<file path="config.mk">
export PLATFORM = sky130hd
export DESIGN_NAME = calendar_date_counter
export DESIGN_NICKNAME = d
export VERILOG_FILES = /design/src/rtl/calendar_date_counter.sv
export SDC_FILE = /design/constraint.sdc
export NUM_CORES = 1
export LEC_CHECK = 0
export CORE_ASPECT_RATIO = 0.5
export CORE_MARGIN = 2
export CORE_UTILIZATION = 45
export DETAILED_ROUTE_END_ITERATION = 8
export HOLD_SLACK_MARGIN = 0.08
export PLACE_DENSITY = 0.7
export SLEW_MARGIN = 10
export SYNTH_ARGS = -nofsm -noshare
export SYNTH_HDL_FRONTEND = slang
export SYNTH_SLANG_ARGS = --single-unit
</file>
<file path="constraint.sdc">
create_clock -name clk -period 3.6 [get_ports clk]
set_input_delay 0.72 -clock clk [delete_from_list [all_inputs] [get_ports clk]]
set_output_delay 0.72 -clock clk [all_outputs]
set_load 0.01 [all_outputs]
</file>
<file path="src/rtl/calendar_date_counter.sv">
// Running calendar date (2000..2099 plus weekday), advanced one day per tick, with validated software loads.
// Advance visible 1 cycle after tick; load ack 2 cycles after set_req rises, a held set_req never re-triggers.
module calendar_date_counter #(
  parameter int YEAR_W     = 7,
  parameter int RESET_WDAY = 6
) (
  input  logic              clk,
  input  logic              rst,
  input  logic              tick,
  input  logic              set_req,
  input  logic [YEAR_W-1:0] set_year,
  input  logic [3:0]        set_month,
  input  logic [4:0]        set_day,
  input  logic [2:0]        set_wday,
  output logic              set_ack,
  output logic              set_err,
  output logic [YEAR_W-1:0] year,
  output logic [3:0]        month,
  output logic [4:0]        day,
  output logic [2:0]        wday,
  output logic              month_end,
  output logic              year_end
);

  typedef enum logic [1:0] {RUN, CHECK, ACK, WAIT_REL} state_t;

  localparam logic [YEAR_W-1:0] LP_YEAR_MAX   = YEAR_W'(99);
  localparam logic [2:0]        LP_RESET_WDAY = 3'(RESET_WDAY);

  state_t            r_state;
  logic [YEAR_W-1:0] r_year;
  logic [3:0]        r_month;
  logic [4:0]        r_day;
  logic [2:0]        r_wday;
  logic [YEAR_W-1:0] r_sh_year;
  logic [3:0]        r_sh_month;
  logic [4:0]        r_sh_day;
  logic [2:0]        r_sh_wday;
  logic              r_pending;
  logic              r_valid;
  logic              r_set_ack;
  logic              r_set_err;
  logic              r_month_end;
  logic              r_year_end;

  logic [4:0]        w_dim_cur;
  logic [4:0]        w_dim_sh;
  logic [YEAR_W-1:0] w_nxt_year;
  logic [3:0]        w_nxt_month;
  logic [4:0]        w_nxt_day;
  logic [2:0]        w_nxt_wday;
  logic              w_wrap_month;
  logic              w_wrap_year;
  logic              w_sh_valid;
  logic              w_adv;
  logic              w_load;

  // Divisible-by-4 leap rule is exact across 2000..2099 (2000 itself is a leap year).
  function automatic logic [4:0] f_dim(input logic [YEAR_W-1:0] yr, input logic [3:0] mo);
    case (mo)
      4'd1, 4'd3, 4'd5, 4'd7, 4'd8, 4'd10, 4'd12: f_dim = 5'd31;
      4'd4, 4'd6, 4'd9, 4'd11:                    f_dim = 5'd30;
      4'd2:    f_dim = (yr[1:0] == 2'b00) ? 5'd29 : 5'd28;
      default: f_dim = 5'd0;
    endcase
  endfunction

  always_comb begin
    w_dim_cur    = f_dim(r_year, r_month);
    w_nxt_year   = r_year;
    w_nxt_month  = r_month;
    w_nxt_day    = r_day + 5'd1;
    w_nxt_wday   = (r_wday == 3'd6) ? 3'd0 : r_wday + 3'd1;
    w_wrap_month = 1'b0;
    w_wrap_year  = 1'b0;
    if (r_day >= w_dim_cur) begin
      w_nxt_day    = 5'd1;
      w_wrap_month = 1'b1;
      if (r_month < 4'd12) begin
        w_nxt_month = r_month + 4'd1;
      end else begin
        w_nxt_month = 4'd1;
        w_nxt_year  = (r_year == LP_YEAR_MAX) ? '0 : r_year + 1'b1;
        w_wrap_year = 1'b1;
      end
    end
  end

  always_comb begin
    w_dim_sh   = f_dim(r_sh_year, r_sh_month);
    w_sh_valid = (r_sh_month >= 4'd1) && (r_sh_month <= 4'd12) &&
                 (r_sh_day != 5'd0) && (r_sh_day <= w_dim_sh) &&
                 (r_sh_wday <= 3'd6) && (r_sh_year <= LP_YEAR_MAX);
  end

  // A tick seen during CHECK/ACK is parked in r_pending and replayed after the ack.
  always_comb begin
    w_load = (r_state == ACK) && r_valid;
    case (r_state)
      RUN:      w_adv = tick;
      CHECK:    w_adv = 1'b0;
      ACK:      w_adv = !r_valid && r_pending;
      WAIT_REL: w_adv = tick || r_pending;
      default:  w_adv = 1'b0;
    endcase
  end

  always_ff @(posedge clk) begin
    if (rst) begin
      r_state     <= RUN;
      r_year      <= '0;
      r_month     <= 4'd1;
      r_day       <= 5'd1;
      r_wday      <= LP_RESET_WDAY;
      r_sh_year   <= '0;
      r_sh_month  <= '0;
      r_sh_day    <= '0;
      r_sh_wday   <= '0;
      r_pending   <= 1'b0;
      r_valid     <= 1'b0;
      r_set_ack   <= 1'b0;
      r_set_err   <= 1'b0;
      r_month_end <= 1'b0;
      r_year_end  <= 1'b0;
    end else begin
      r_set_ack   <= 1'b0;
      r_set_err   <= 1'b0;
      r_month_end <= 1'b0;
      r_year_end  <= 1'b0;

      if (w_load) begin
        r_year  <= r_sh_year;
        r_month <= r_sh_month;
        r_day   <= r_sh_day;
        r_wday  <= r_sh_wday;
      end else if (w_adv) begin
        r_year      <= w_nxt_year;
        r_month     <= w_nxt_month;
        r_day       <= w_nxt_day;
        r_wday      <= w_nxt_wday;
        r_month_end <= w_wrap_month;
        r_year_end  <= w_wrap_year;
      end

      case (r_state)
        RUN: begin
          if (set_req) begin
            r_sh_year  <= set_year;
            r_sh_month <= set_month;
            r_sh_day   <= set_day;
            r_sh_wday  <= set_wday;
            r_state    <= CHECK;
          end
        end
        CHECK: begin
          r_valid   <= w_sh_valid;
          r_set_ack <= 1'b1;
          r_set_err <= !w_sh_valid;
          if (tick) r_pending <= 1'b1;
          r_state   <= ACK;
        end
        ACK: begin
          // A valid load supersedes any parked advance; only a tick arriving now survives.
          r_pending <= tick;
          r_state   <= WAIT_REL;
        end
        WAIT_REL: begin
          r_pending <= 1'b0;
          if (!set_req) r_state <= RUN;
        end
        default: r_state <= RUN;
      endcase
    end
  end

  assign set_ack   = r_set_ack;
  assign set_err   = r_set_err;
  assign year      = r_year;
  assign month     = r_month;
  assign day       = r_day;
  assign wday      = r_wday;
  assign month_end = r_month_end;
  assign year_end  = r_year_end;

endmodule
</file>
; ---- Yosys cells after proc, flatten, opt, wreduce, memory -nomap -nowiden
; Cells that the tools add are included.
; W data, S select, Z words.
[classes]
mux = 28
bitwise = 3
order_cmp = 7
n_addsub = 4
n_eq_ne = 33
n_reduce_logical = 29
[op_table]
columns = cell, count
row1 = $eq A4 B4 Y1 const B, 10
row2 = $mux W7, 5
row3 = $eq A4 B3 Y1 const B, 8
row4 = $pmux W5 S3, 2
row5 = $eq A4 B2 Y1 const B, 4
row6 = $mux W4, 4
row7 = $mux W5, 3
row8 = $reduce_or A7 Y1, 2
row9 = $reduce_or A4 Y1, 3
row10 = $mux W3, 3
row11 = $eq A4 B1 Y1 const B, 2
row12 = $ne A2 B2 Y1 const B, 4
row13 = $pmux W2 S4, 1
row14 = $reduce_and A2 Y1, 4
row15 = $add A7 B1 Y7 const B, 1
row16 = $eq A7 B7 Y1 const B, 1
row17 = $le A7 B7 Y1 const B, 1
row18 = $logic_and A1 B1 Y1, 7
row19 = $logic_not A2 Y1, 3
row20 = $mux W1, 6
row21 = $add A5 B1 Y5 const B, 1
row22 = $ge A5 B5 Y1, 1
row23 = $le A5 B5 Y1, 1
row24 = $reduce_bool A5 Y1, 1
row25 = other kinds (20), 26
[word_totals]
wordCells = 119
out_inout_bits = 23
regBits = 46

; ---- Longest topological paths before layout
[logic_depth]
ltp_word = 8
depth_mapped = 13
mapped_depth_nobuf = 11

; ---- Least setup slack after synthesis
; OpenSTA, ideal clock, no wires.
[synth_path]
path_kind = register to register
start = register r_month[0] (netlist: month[0])
end = register r_month[3] (netlist: month[3])
path_slack_ps = 587
stages_incl_launch_ff = 14
path_buffers = 2
setup_ps = 70
arrival_ps = 2942
cell_sequence = dfxtp_1 -> inv_1 -> ha_1 -> nor2b_1 -> a2111oi_0 -> a21oi_1 -> ha_1 -> nand2b_1 -> a211oi_1 -> o21a_1 -> clkbuf_1 -> clkbuf_1 -> o211ai_1 -> a21oi_1
[synth_between]
elab_chain_cells = 6
elab_cells_between_ends = 24
classes_between = add/sub (1) / order compare (2) / eq/ne (12) / mux (5) / reduce/logical (4)
[synth_lines]
columns = element, line_no
row1 = "start, declared", 32  ; logic [3:0] r_month;
row2 = "start signal, assigned", 133  ; r_month <= r_sh_month;
row3 = "start signal, assigned", 138  ; r_month <= w_nxt_month;
row4 = "$eq A4 B1 Y1, or another cell as far along", 60  ; case (mo)
row5 = $reduce_or A7 Y1 or $reduce_or A4 Y1 (tied branches), 60
row6 = $pmux W5 S3, 60
row7 = $ge A5 B5 Y1, 76  ; if (r_day >= w_dim_cur) begin
row8 = $reduce_bool A2 Y1 (no line), -
row9 = $reduce_and A2 Y1 (no line), -
; Parallel ways exist; a longest one is shown, timed or not. The select of a mux whose other input is x is not followed.
; A chain may end at the register's enable or synchronous reset.

; ---- Worst setup path in the final report
[layout_path]
start = register r_month[0] (netlist: month[0])
end = register r_year[0] (netlist: year[0])
[layout_between]
elab_chain_cells = 6
elab_cells_between_ends = 20
classes_between = order compare (2) / eq/ne (13) / mux (1) / reduce/logical (4)
[layout_lines]
columns = element, line_no
row1 = "$eq A4 B1 Y1, or another cell as far along", 60
row2 = $reduce_or A7 Y1 or $reduce_or A4 Y1 (tied branches), 60
row3 = $pmux W5 S3, 60
row4 = $ge A5 B5 Y1, 76
row5 = $reduce_bool A2 Y1 (no line), -
row6 = $reduce_and A3 Y1 (no line) (*), -
row7 = "end signal, assigned", 132  ; r_year <= r_sh_year;
row8 = "end signal, assigned", 137  ; r_year <= w_nxt_year;
row9 = "end, declared", 31  ; logic [YEAR_W-1:0] r_year;
; Mark *: on every way between the ends. The rest lies on a longest branch, timed or not.

==> impl_metrics.py <==
metrics = {
    "outcome": {
        "status": "finished, final reports clean",
    },
    "floorplanning": {
        "coreArea_sq_mm": 0.005563,
        "die_area_sq_mm": 0.006521,
        "ioPinCount": 46,
        "initial_core_util": 0.4737,
        "row_count": 19,
        "die_x_um": 112.2,
        "dieHeight_um": 58.11,
    },
    "yosys": {
        "ys_types": 49,
        "synth_cells": 335,
        "synth-async-reset-ratio": 0,
        "synth_ff_type": "dfxtp_1",
        "synth_most_common_cell": "nand2_1",
        "synth.cell_area_sq_mm": 0.002635,
        "synth_top_cell_by_area": "dfxtp_1",
        "yosysTopAreaCellShare": 0.3495,
        "synthTopCellsByCount": "nand2_1, dfxtp_1, a21oi_1, nor2_1, ha_1",
        "synth_edf_count": 0,
        "synth_nets": 380,
        "synth-seq-cells": 46,
        "yosysWarnings": 0,
        "avgSynthCellArea_sq_um": 7.866,
        "ys_seq_area_frac": 0.3495,
        "synthTopCellsByArea": "dfxtp_1, ha_1, a21oi_1",
    },
    "timing": {
        "fin_crit_sh": 0.8988,
        "tns_ns": 0,
        "tightestPinTransition_ns": 0.8217,
        "finClkSkew_ns": 0.003435,
        "setup_viol": 0,
        "max_freq_ghz": 0.3091,
        "finalCriticalPeriod_ns": 3.236,
        "rsz0062_at_grt": "no",
        "slew_viol_final": 0,
        "max_slew_margin": 0.4489,
        "final_hold_viol_count": 0,
        "whs_ns": 0.4736,
        "setup_ws_ns": 0.3643,
    },
    "global_route": {
        "antenna_found_initial": 0,
        "grt_max_degree": 43,
        "gr-usage-all-layers": 0.2208,
        "grt_overflow": 0,
        "grt_pass1_wl_mm": 11.58,
        "grt_pass1_vias": 2378,
    },
    "power": {
        "leakagePower_nw": 1.237,
        "p_sw_mw": 0.7422,
        "seq_power_share": 0.354,
        "swShare": 0.3682,
        "combinationalPowerShare": 0.385,
        "powerDensity_mw_per_mm2": 609.6,
        "peakVddDrop_v": 0.0003479,
        "power.internal_mw": 1.274,
        "clkPwrFrac": 0.261,
    },
    "clock_tree": {
        "htreeDepth": 2,
        "cts_resized": 0,
        "cts_sinks": 46,
        "cts.hold.buffers_added": 0,
        "cts-root-buf": "clkbuf_16",
        "cts_tree": "built",
        "cts_setup_buffers": 0,
        "clk_pin_slew_ns": 0.06,
        "insertion_delay_ns": 0.29,
        "cts_buffers": 5,
        "clockBufferDepth": 2,
    },
    "critical_path": {
        "slowest_stage": "or4_1",
        "crit_type": "reg -> reg",
        "arrival_ns": 3.43,
        "critPathTopFamily": "compound AO/OA/AOI/OAI gates",
        "reg2reg_slack_ns": 0.36,
        "worstPathRequired_ns": 3.79,
        "crit_top_cell": "ha_1",
        "path_cells": "inv_1 -> ha_1 -> o31a_1 -> o21ai_0 -> a21boi_1 -> ha_1 -> o211ai_1 -> o21a_2 -> or4_1 -> a311oi_1",
        "crit_path_end_kind": "flop",
        "startpoint": "month[0]",
        "reg2reg_from": "month[0]",
        "critPathMaxStageDelay_ns": 0.53,
        "crit_fanout": 21,
        "reg2reg_depth": 10,
        "critPathBufInv": 1,
        "rr_endpoint": "year[0]",
        "critPathLaunchType": "flop",
        "cp_num_cells": 10,
        "endpoint": "year[0]",
    },
    "placement": {
        "postPlaceCellArea_sq_mm": 0.003141,
        "portBuffers": 45,
        "place_ws_ns": 0.1407,
        "dp_hpwl_mm": 4.997,
        "gp_congestion": 0.9318,
    },
    "final_layout": {
        "drive_gt1_frac": 0.04800,
        "fin_nets": 419,
        "synthToLayoutAreaGrowth_pct": 25.50,
        "final_area_sq_mm": 0.003307,
        "diodes": 0,
    },
    "worst_hold_path": {
        "hold_path.class": "reg -> reg",
        "holdPathStages": 2,
    },
    "detailed_routing": {
        "drc_errors": 0,
        "wl_per_cell_um": 15.65,
        "dr.pass1.iters": 5,
        "postRouteAntennaNets": 0,
        "drtIter0Drc": 164,
        "wl_mm": 7.011,
        "via_count": 2649,
        "via_per_inst": 5.913,
    },
    "flow_run": {
        "maxCapViolCount": 0,
    },
}
-- layout make-up --
class / count / area [sq um]
fillers: 522 / 2256
multi-input cells: 258 / 1597
flip-flops and latches: 46 / 920.9
repair buffers: 49 / 480.5
clock buffers: 5 / 125.1
well taps: 73 / 91.34
inverters: 14 / 52.55
clock inverters: 3 / 40.04
-- metrics by stage --
stage                     power (mW)    util  cells
after floorplan                1.234       -    335
after global placement         1.454  0.5646    440
after global routing           2.151  0.5945    448
final                          2.016  0.5945    448
after CTS                      2.018  0.5942    448
after detailed placement       1.490  0.5646    440
-- power by group through the flow --
stage	logic, mW	clock network (mW)	registers [mW]
floorplan	0.530	0	0.705
global placement	0.735	0	0.718
detailed placement	0.766	0	0.723
CTS	0.773	0.533	0.712
global route	0.867	0.553	0.731
finish	0.776	0.526	0.714
-- registers in the layout, indices dropped and copies added, names as in the netlist --
| name | flops |
|---|---|
| r_sh_year | 7 |
| year_end | 1 |
| set_err | 1 |
| r_state | 2 |
| r_pending | 1 |
| wday | 3 |
| year | 7 |
| r_sh_wday | 3 |
| month | 4 |
| day | 5 |
| set_ack | 1 |
| r_sh_month | 4 |
| r_sh_day | 5 |
| month_end | 1 |
| r_valid | 1 |
-- logic make-up after synthesis --
logic type | Yosys count | synth area share
muxes | 3 | 0.01140
buffers and inverters | 31 | 0.04511
DFF | 46 | 0.3495
AOI/OAI and AO/OA | 109 | 0.2621
and+or+nand+nor | 124 | 0.2274
adders and majority gates | 22 | 0.1045
-- worst reg2reg max path, delay by kind of cell, from the launching register on --
family	cells	cell delay, ns
flip-flops	1	0.45
adder cells (fa/ha/maj)	2	0.46
AO/OA/AOI/OAI	6	1.60
buffers and inverters	1	0.10
AND/OR/NAND/NOR	1	0.54
-- routing by layer --
metal / up-vias / track usage / routed length (um)
met4: 0 / 0.04181 / 41
met1: 1235 / 0.3331 / 3470
li1: 1304 / - / -
met5: - / 0 / 0
met3: 7 / 0.04289 / 522
met2: 103 / 0.3305 / 2976
-- worst min path at each step --
stage | endpoint | startpoint
CTS | r_sh_year[6] | r_sh_year[6]
global route | r_sh_year[4] | r_sh_year[4]
global placement | r_sh_year[1] | r_sh_year[1]
floorplan | r_sh_year[4] | r_sh_year[4]
finish | r_sh_year[6] | r_sh_year[6]
detailed placement | r_sh_year[6] | r_sh_year[6]
-- cell usage in the layout (no fill, tap or decap), types with 5 or more instances in the layout --
| cell type | instances |
|---|---|
| o21ai_0 | 18 |
| nor3_1 | 8 |
| a31oi_1 | 7 |
| a21oi_1 | 41 |
| ha_1 | 22 |
| clkbuf_16 | 5 |
| nand2_1 | 48 |
| o211ai_1 | 9 |
| clkdlybuf4s50_1 | 45 |
| dfxtp_1 | 46 |
| nand3_1 | 13 |
| nand2b_1 | 5 |
| inv_1 | 14 |
| nor2_1 | 23 |
| or4_1 | 6 |
No activity file was read; power rests on OpenSTA's default activity.
